==> config.mk <==
export PLATFORM = sky130hd
export DESIGN_NAME = axis_concat_skid
export DESIGN_NICKNAME = d
export VERILOG_FILES = /design/src/rtl/axis_concat_skid.sv
export SDC_FILE = /design/constraint.sdc
export NUM_CORES = 1
export LEC_CHECK = 0
export BUFFER_PORTS_ARGS = -buffer_cell sky130_fd_sc_hd__buf_2
export CAP_MARGIN = 15
export CELL_PAD_IN_SITES_DETAIL_PLACEMENT = 0
export CELL_PAD_IN_SITES_GLOBAL_PLACEMENT = 1
export CORE_MARGIN = 1.5
export CORE_UTILIZATION = 40
export DETAILED_ROUTE_END_ITERATION = 8
export GPL_ROUTABILITY_DRIVEN = 0
export PLACE_DENSITY = 0.9
export RECOVER_POWER = 100
export SLEW_MARGIN = 5
export SYNTH_ARGS = -nofsm -noshare
export SYNTH_HDL_FRONTEND = slang
export SYNTH_SLANG_ARGS = --single-unit
==> constraint.sdc <==
create_clock -name clk -period 3.41 [get_ports clk]
set_input_delay 0.5115 -clock clk [delete_from_list [all_inputs] [get_ports clk]]
set_output_delay 0.5115 -clock clk [all_outputs]
set_load 0.01 [all_outputs]
==> src/rtl/axis_concat_skid.sv <==
// AXI-Stream side-channel packer with a 2-entry registered skid buffer.
// Selected sideband fields (LAST, KEEP, DEST, ID, USER) are folded into the
// LSBs of an extended TDATA word. The remaining channels pass through or are
// driven to their default values. All right_* outputs and left_TREADY come
// directly from flops.
module axis_concat_skid #(
    parameter int unsigned DATA_WIDTH      = 32,
    parameter int unsigned IN_ENABLE_KEEP  = 0,
    parameter int unsigned OUT_ENABLE_KEEP = 0,
    parameter int unsigned IN_ENABLE_LAST  = 1,
    parameter int unsigned OUT_ENABLE_LAST = 0,
    parameter int unsigned IN_ENABLE_DEST  = 0,
    parameter int unsigned OUT_ENABLE_DEST = 0,
    parameter int unsigned DEST_WIDTH      = 16,
    parameter int unsigned IN_ENABLE_ID    = 0,
    parameter int unsigned OUT_ENABLE_ID   = 0,
    parameter int unsigned ID_WIDTH        = 16,
    parameter int unsigned IN_ENABLE_USER  = 0,
    parameter int unsigned OUT_ENABLE_USER = 0,
    parameter int unsigned USER_WIDTH      = 16,
    // Derived widths; a disabled channel collapses to width 1
    localparam int unsigned KW          = (DATA_WIDTH + 7) / 8,
    localparam int unsigned LeftKeepW   = (IN_ENABLE_KEEP != 0) ? KW : 1,
    localparam int unsigned LeftDestW   = (IN_ENABLE_DEST != 0) ? DEST_WIDTH : 1,
    localparam int unsigned LeftIdW     = (IN_ENABLE_ID != 0) ? ID_WIDTH : 1,
    localparam int unsigned LeftUserW   = (IN_ENABLE_USER != 0) ? USER_WIDTH : 1,
    localparam int unsigned RightKeepW  = (OUT_ENABLE_KEEP != 0) ? KW : 1,
    localparam int unsigned RightDestW  = (OUT_ENABLE_DEST != 0) ? DEST_WIDTH : 1,
    localparam int unsigned RightIdW    = (OUT_ENABLE_ID != 0) ? ID_WIDTH : 1,
    localparam int unsigned RightUserW  = (OUT_ENABLE_USER != 0) ? USER_WIDTH : 1,
    localparam int unsigned PackLastW   = (IN_ENABLE_LAST != 0 && OUT_ENABLE_LAST == 0) ? 1 : 0,
    localparam int unsigned PackKeepW   = (IN_ENABLE_KEEP != 0 && OUT_ENABLE_KEEP == 0) ? KW : 0,
    localparam int unsigned PackDestW   = (IN_ENABLE_DEST != 0 && OUT_ENABLE_DEST == 0) ? DEST_WIDTH : 0,
    localparam int unsigned PackIdW     = (IN_ENABLE_ID != 0 && OUT_ENABLE_ID == 0) ? ID_WIDTH : 0,
    localparam int unsigned PackUserW   = (IN_ENABLE_USER != 0 && OUT_ENABLE_USER == 0) ? USER_WIDTH : 0,
    localparam int unsigned TW          = DATA_WIDTH + PackLastW + PackKeepW + PackDestW
                                          + PackIdW + PackUserW
) (
    input  logic                  clk,
    input  logic                  rst,
    input  logic [DATA_WIDTH-1:0] left_TDATA,
    input  logic                  left_TVALID,
    output logic                  left_TREADY,
    input  logic                  left_TLAST,
    input  logic [LeftKeepW-1:0]  left_TKEEP,
    input  logic [LeftDestW-1:0]  left_TDEST,
    input  logic [LeftIdW-1:0]    left_TID,
    input  logic [LeftUserW-1:0]  left_TUSER,
    output logic [TW-1:0]         right_TDATA,
    output logic                  right_TVALID,
    input  logic                  right_TREADY,
    output logic                  right_TLAST,
    output logic [RightKeepW-1:0] right_TKEEP,
    output logic [RightDestW-1:0] right_TDEST,
    output logic [RightIdW-1:0]   right_TID,
    output logic [RightUserW-1:0] right_TUSER
);

    localparam int unsigned BeatW = TW + 1 + RightKeepW + RightDestW + RightIdW + RightUserW;

    typedef enum logic [1:0] {StEmpty, StBusy, StFull} state_e;

    state_e           state_q;
    logic [BeatW-1:0] m_q, s_q, in_beat;
    logic             left_ready_q, right_valid_q;
    logic             in_acc, out_acc;

    logic [TW-1:0]         packed_data;
    logic                  last_side;
    logic [RightKeepW-1:0] keep_side;
    logic [RightDestW-1:0] dest_side;
    logic [RightIdW-1:0]   id_side;
    logic [RightUserW-1:0] user_side;

    // Build the outgoing beat: packed TDATA (DATA at MSBs, USER at LSBs) plus sidebands
    always_comb begin
        packed_data = TW'(left_TDATA);
        if (PackLastW != 0) packed_data = (packed_data << 1) | TW'(left_TLAST);
        if (PackKeepW != 0) packed_data = (packed_data << KW) | TW'(left_TKEEP);
        if (PackDestW != 0) packed_data = (packed_data << DEST_WIDTH) | TW'(left_TDEST);
        if (PackIdW != 0)   packed_data = (packed_data << ID_WIDTH) | TW'(left_TID);
        if (PackUserW != 0) packed_data = (packed_data << USER_WIDTH) | TW'(left_TUSER);

        last_side = (OUT_ENABLE_LAST != 0) ? ((IN_ENABLE_LAST != 0) ? left_TLAST : 1'b1) : 1'b0;
        keep_side = (OUT_ENABLE_KEEP != 0) ?
                    ((IN_ENABLE_KEEP != 0) ? RightKeepW'(left_TKEEP) : '1) : '0;
        dest_side = (OUT_ENABLE_DEST != 0 && IN_ENABLE_DEST != 0) ? RightDestW'(left_TDEST) : '0;
        id_side   = (OUT_ENABLE_ID != 0 && IN_ENABLE_ID != 0) ? RightIdW'(left_TID) : '0;
        user_side = (OUT_ENABLE_USER != 0 && IN_ENABLE_USER != 0) ? RightUserW'(left_TUSER) : '0;

        in_beat = {packed_data, last_side, keep_side, dest_side, id_side, user_side};
    end

    assign in_acc  = left_TVALID & left_ready_q;
    assign out_acc = right_valid_q & right_TREADY;

    // Skid-buffer FSM; ready/valid are registered so right_TREADY never reaches left_TREADY
    always_ff @(posedge clk) begin
        if (rst) begin
            state_q       <= StEmpty;
            left_ready_q  <= 1'b0;
            right_valid_q <= 1'b0;
            m_q           <= '0;
            s_q           <= '0;
        end else begin
            case (state_q)
                StEmpty: begin
                    // Also raises ready on the first cycle out of reset
                    left_ready_q <= 1'b1;
                    if (in_acc) begin
                        m_q           <= in_beat;
                        right_valid_q <= 1'b1;
                        state_q       <= StBusy;
                    end
                end
                StBusy: begin
                    if (in_acc && out_acc) begin
                        m_q <= in_beat;
                    end else if (in_acc) begin
                        s_q          <= in_beat;
                        left_ready_q <= 1'b0;
                        state_q      <= StFull;
                    end else if (out_acc) begin
                        right_valid_q <= 1'b0;
                        state_q       <= StEmpty;
                    end
                end
                StFull: begin
                    if (out_acc) begin
                        m_q          <= s_q;
                        left_ready_q <= 1'b1;
                        state_q      <= StBusy;
                    end
                end
                default: begin
                    state_q       <= StEmpty;
                    left_ready_q  <= 1'b0;
                    right_valid_q <= 1'b0;
                end
            endcase
        end
    end

    assign left_TREADY  = left_ready_q;
    assign right_TVALID = right_valid_q;
    assign {right_TDATA, right_TLAST, right_TKEEP, right_TDEST, right_TID, right_TUSER} = m_q;

endmodule

Word level (Yosys, flattened, before mapping)
Index checks and enable logic that the tools add are counted.
{"block": "classes", "n_eq_ne": 10, "bitwise_logic": 5, "reduce_logical": 8, "n_mux": 19}
{"operator": "38-bit two-way mux", "count": 3}
{"operator": "38-bit one-hot mux with 3 select lines", "count": 1}
{"operator": "33-bit by 1-bit bitwise OR with 33-bit output", "count": 1}
{"operator": "2-bit inequality test (second input constant)", "count": 7}
{"operator": "2-bit two-way mux", "count": 5}
{"operator": "4-bit AND reduction", "count": 2}
{"operator": "1-bit two-way mux", "count": 7}
{"operator": "1-bit one-hot mux with 3 select lines", "count": 2}
{"operator": "2-bit one-hot mux with 3 select lines", "count": 1}
{"operator": "3-bit AND reduction", "count": 2}
{"operator": "5-bit AND reduction", "count": 1}
{"operator": "3-bit inequality test (second input constant)", "count": 1}
{"operator": "3-bit nonzero test", "count": 1}
{"operator": "1-bit bitwise AND", "count": 2}
{"operator": "2-bit by 1-bit equality test with 1-bit output (second input constant)", "count": 1}
{"operator": "2-bit equality test (second input constant)", "count": 1}
{"operator": "2-bit logical NOT", "count": 1}
{"operator": "1-bit inverter", "count": 2}
{"operator": "1-bit logical AND", "count": 1}
{"block": "totals", "input_bits": 41, "ff_bits": 75}

Depth between registers and ports, before layout
{"block": "logic_depth", "depth_word": 5, "mapped_depth": 8}

Worst setup path before layout
No wires, ideal clock.
{"block": "synth_timing", "kind": "input to register", "startpoint": "input port right_TREADY", "endpoint": "register m_q[12]", "path_slack_ps": 1880, "path_stages": 5, "arrival_time_ps": 1449, "cell_sequence": "nand4_1 > nor2_1 > clkbuf_1 > nor3_1 > a211oi_2"}
{"block": "synth_between", "elab_chain_cells": 4, "word_cells_on_any_way": 5, "classes_between": "eq/ne: 2; bitwise: 1; reduce/logical: 2"}
{"element": "start, declared", "line_no": "51", "text": "input logic right_TREADY,"}
{"element": "1-bit bitwise AND (*)", "line_no": "95", "text": "assign out_acc = right_valid_q & right_TREADY;"}
{"element": "1-bit logical AND", "line_no": "117", "text": "if (in_acc && out_acc) begin"}
{"element": "2-bit inequality test (no source line)"}
{"element": "4-bit AND reduction (no source line) (*)"}
{"element": "end signal, assigned", "line_no": "111", "text": "m_q <= in_beat;"}
{"element": "end signal, assigned", "line_no": "118", "text": "m_q <= in_beat;"}
{"element": "end signal, assigned", "line_no": "130", "text": "m_q <= s_q;"}
{"element": "end, declared", "line_no": "64", "text": "logic [BeatW-1:0] m_q, s_q, in_beat;"}
Every way passes the cells marked *; elsewhere a longest branch is shown, timed or not.
A chain may end at the register's enable or synchronous reset.

Worst setup path in the final report
{"block": "layout_timing", "startpoint": "register right_valid_q, in the netlist right_TVALID", "endpoint": "register s_q[6]"}
{"block": "layout_between", "elab_chain_cells": 4}
{"element": "start, declared", "line_no": "65", "text": "logic left_ready_q, right_valid_q;"}
{"element": "start signal, assigned", "line_no": "102", "text": "right_valid_q <= 1'b0;"}
{"element": "start signal, assigned", "line_no": "112", "text": "right_valid_q <= 1'b1;"}
{"element": "start signal, assigned", "line_no": "124", "text": "right_valid_q <= 1'b0;"}
{"element": "1-bit bitwise AND", "line_no": "95"}
{"element": "1-bit logical AND", "line_no": "117"}
{"element": "1-bit inverter (no source line)"}
{"element": "3-bit AND reduction (no source line)"}
{"element": "end signal, assigned", "line_no": "120", "text": "s_q <= in_beat;"}
{"element": "end, declared", "line_no": "64"}
Every way passes these cells.

==> impl_metrics.ini <==
[status]
outcome = complete, but fails checks
violations = max-capacitance violations, max-slew violations

[hold_path]
min_path_type = in -> reg
min-delay-start = left_TDATA[9]

[synth]
synth_top_area_share_pct = 45.5
seq_area_frac_synth_pct = 45.5
syn_area_sq_um = 3080
synthArstFlopShare_pct = 0
synth_area_per_cell_sq_um = 9.31
synth_edf_count = 0
synthCells = 331
synth_area_leaders = dfxtp_1 45%, a211oi_2 12%, mux2i_1 11%
synth_top_cell_by_area = dfxtp_1
synth_flop_cell = dfxtp_1
ys_ff_latch = 70
ys_warn_count = 0
synth.distinct_cells = 26

[setup_path]
slowest_stage = clkbuf_1
critical_path.cell_chain = nand2_1 -> nand4_1 -> clkbuf_1 -> nand2_1 -> a21oi_1
cpPeakStageDelay_ns = 0.75
start_kind = register
end_kind = register
cp_max_fo = 18
crit_start = right_TVALID$_SDFFE_PP0P_
required_ns = 3.68
critPathKind = reg -> reg
critPathArrivalTime_ns = 2.60
crit_path_frequent_cell = nand2_1
r2r-start = right_TVALID$_SDFFE_PP0P_

[die]
initial_core_util_pct = 41.8
dieArea_sq_um = 8240
core.rowCount = 31
die_y_um = 90.8
ioPinCount = 81
coreArea_sq_um = 7370
die_x_um = 90.8

[detailed_routing]
viasPerCell = 5.11
routed_wl_um = 7270
drc = 0
dr.pass1.iters = 4
vias = 2507
antenna_left = 0
drtIter0Drc = 71
wl_per_cell_um = 14.8

[timing]
hold_violations = 0
rsz0062_at_grt = false
relSlewSlack_pct = -18.7
setup_viol = 0
final.setup.tns_ns = 0
tightest_slew_ns = 1.78
skew_ns = 0.0122
fmax_ghz = 0.429
slew_violations = 37
timing.final.crit_period_ns = 2.33
min_period_over_period_pct = 68.3

[global_route]
grt_max_degree = 38
grt_first_pass_wirelength_um = 11600
grt_pass1_vias = 2433
antenna_found_initial = 0
grt_use_total_pct = 17.7
grt-ovfl-total = 0

[placed_design]
hpwl_um = 4320
io_buffers = 71

[cells_and_area]
layout-drive-gt1-share_pct = 15.6
syn_to_final_growth_pct = 12.3
fin_nets = 428
diodes = 0
utilization_pct = 46.9

[clock_tree]
cts_buffers = 9
cts_resized = 0
postCtsSetupBuffers = 0
cts-root-buf = clkbuf_8
cts_tree = yes
cts_max_level = 3
clock_latency_ns = 0.34
clk_pin_slew_worst_paths_ns = 0.09
holdBufCountCts = 0
clkSinkCount = 70
cts_buffer_depth = 2

[power_and_ir_drop]
p_leak_nw = 1.45
power_w = 0.00191
vdd_drop_max_mv = 0.240
power_density_nw_per_um2 = 554

[job]
maxCapViolations = 1
[where the power goes]
part	switching [W]	internal [W]	leakage [nW]
Clock	0.000323	0.000414	0.109
Combinational	0.000164	0.000107	0.768
Sequential	0.0000338	0.000873	0.571
Total	0.000520	0.00139	1.45
[sequential cells by signal, indices dropped and copies added (netlist names)]
signal	flops
right_TVALID	1
m_q	33
state_q	2
s_q	33
left_TREADY	1
[per-layer routing]
layer	vias up	GRT usage (%)	wire, um
met1	1173	20.8	3440
met5	-	0	0
met3	8	5.30	339
li1	1265	-	-
met4	0	5.69	100
met2	61	30.8	3400
[critical path, delay by kind of cell (launching register included)]
family	cells	cell delay, ns
and+or+nand+nor	3	0.91
buffers and inverters	1	0.75
AOI/OAI and AO/OA	1	0.17
DFF	1	0.42
[through the flow]
step	setup WS [ns]	std cells	hold WS [ns]	cell area (sq um)
after detailed placement	1.14	475	0.447	3430
after CTS	1.36	491	0.391	3650
final	1.08	491	0.409	3460
after global placement	1.15	475	0.441	3430
after global routing	0.872	491	0.393	3460
after floorplan	1.88	335	0.436	3100
[layout make-up]
cell class              count  area (sq um)
clock buffers               9           124
inverters                   1          3.75
fillers                   751          3910
clock inverters             7          98.8
flip-flops and latches     70          1400
repair buffers             77           364
multi-input cells         228          1340
well taps                  99           124
[Yosys cell counts (3+ instances only)]
cell type,instances
dfxtp_1,70
a211oi_1,3
a211oi_2,30
clkbuf_1,15
nor3_1,33
a21oi_1,37
nand2_1,70
buf_2,10
mux2i_1,33
nor2_1,3
buf_4,6
buf_6,5
[cell families (layout without fill, tap and decap cells)]
logic type             after synthesis  in the layout  share of synthesized area, %
AOI/OAI and AO/OA                   75             75                          20.6
DFF                                 70             70                          45.5
muxes                               33             33                          10.7
buffers and inverters               37             94                          6.86
and+or+nand+nor                    115            115                          16.2
other                                1              5                         0.122
[cells in the final DEF (no fill, tap or decap)]
master / n
nand3b_1: 1
nand2b_2: 1
a221oi_1: 1
clkbuf_8: 9
nor2b_1: 1
and4_1: 1
o21ba_1: 1
or2_2: 1
o21bai_1: 1
nor2_1: 2
dfxtp_1: 70
clkinvlp_4: 1
a211oi_1: 32
buf_4: 4
or2_0: 1
a211oi_2: 1
conb_1: 5
mux2i_1: 33
o22ai_1: 1
a21oi_1: 37
nand3_1: 1
inv_1: 1
bufinv_16: 2
nand2_1: 70
o22ai_4: 1
nor3_1: 33
nor2_2: 1
buf_12: 1
clkinv_4: 3
clkbuf_1: 37
nand4_1: 2
clkinv_2: 1
buf_2: 35
[path summary, 6_finish.rpt]
| check | cells past startpoint | endpoint | slack (ns) |
|---|---|---|---|
| max | 5 | s_q[6]$_SDFFE_PP0P_ | 1.08 |
| min | 3 | s_q[15]$_SDFFE_PP0P_ | 0.41 |
| max reg2reg | 5 | s_q[6]$_SDFFE_PP0P_ | 1.08 |
| min reg2reg | 2 | s_q[36]$_SDFFE_PP0P_ | 0.46 |
No activity file was read; power rests on OpenSTA's default activity.
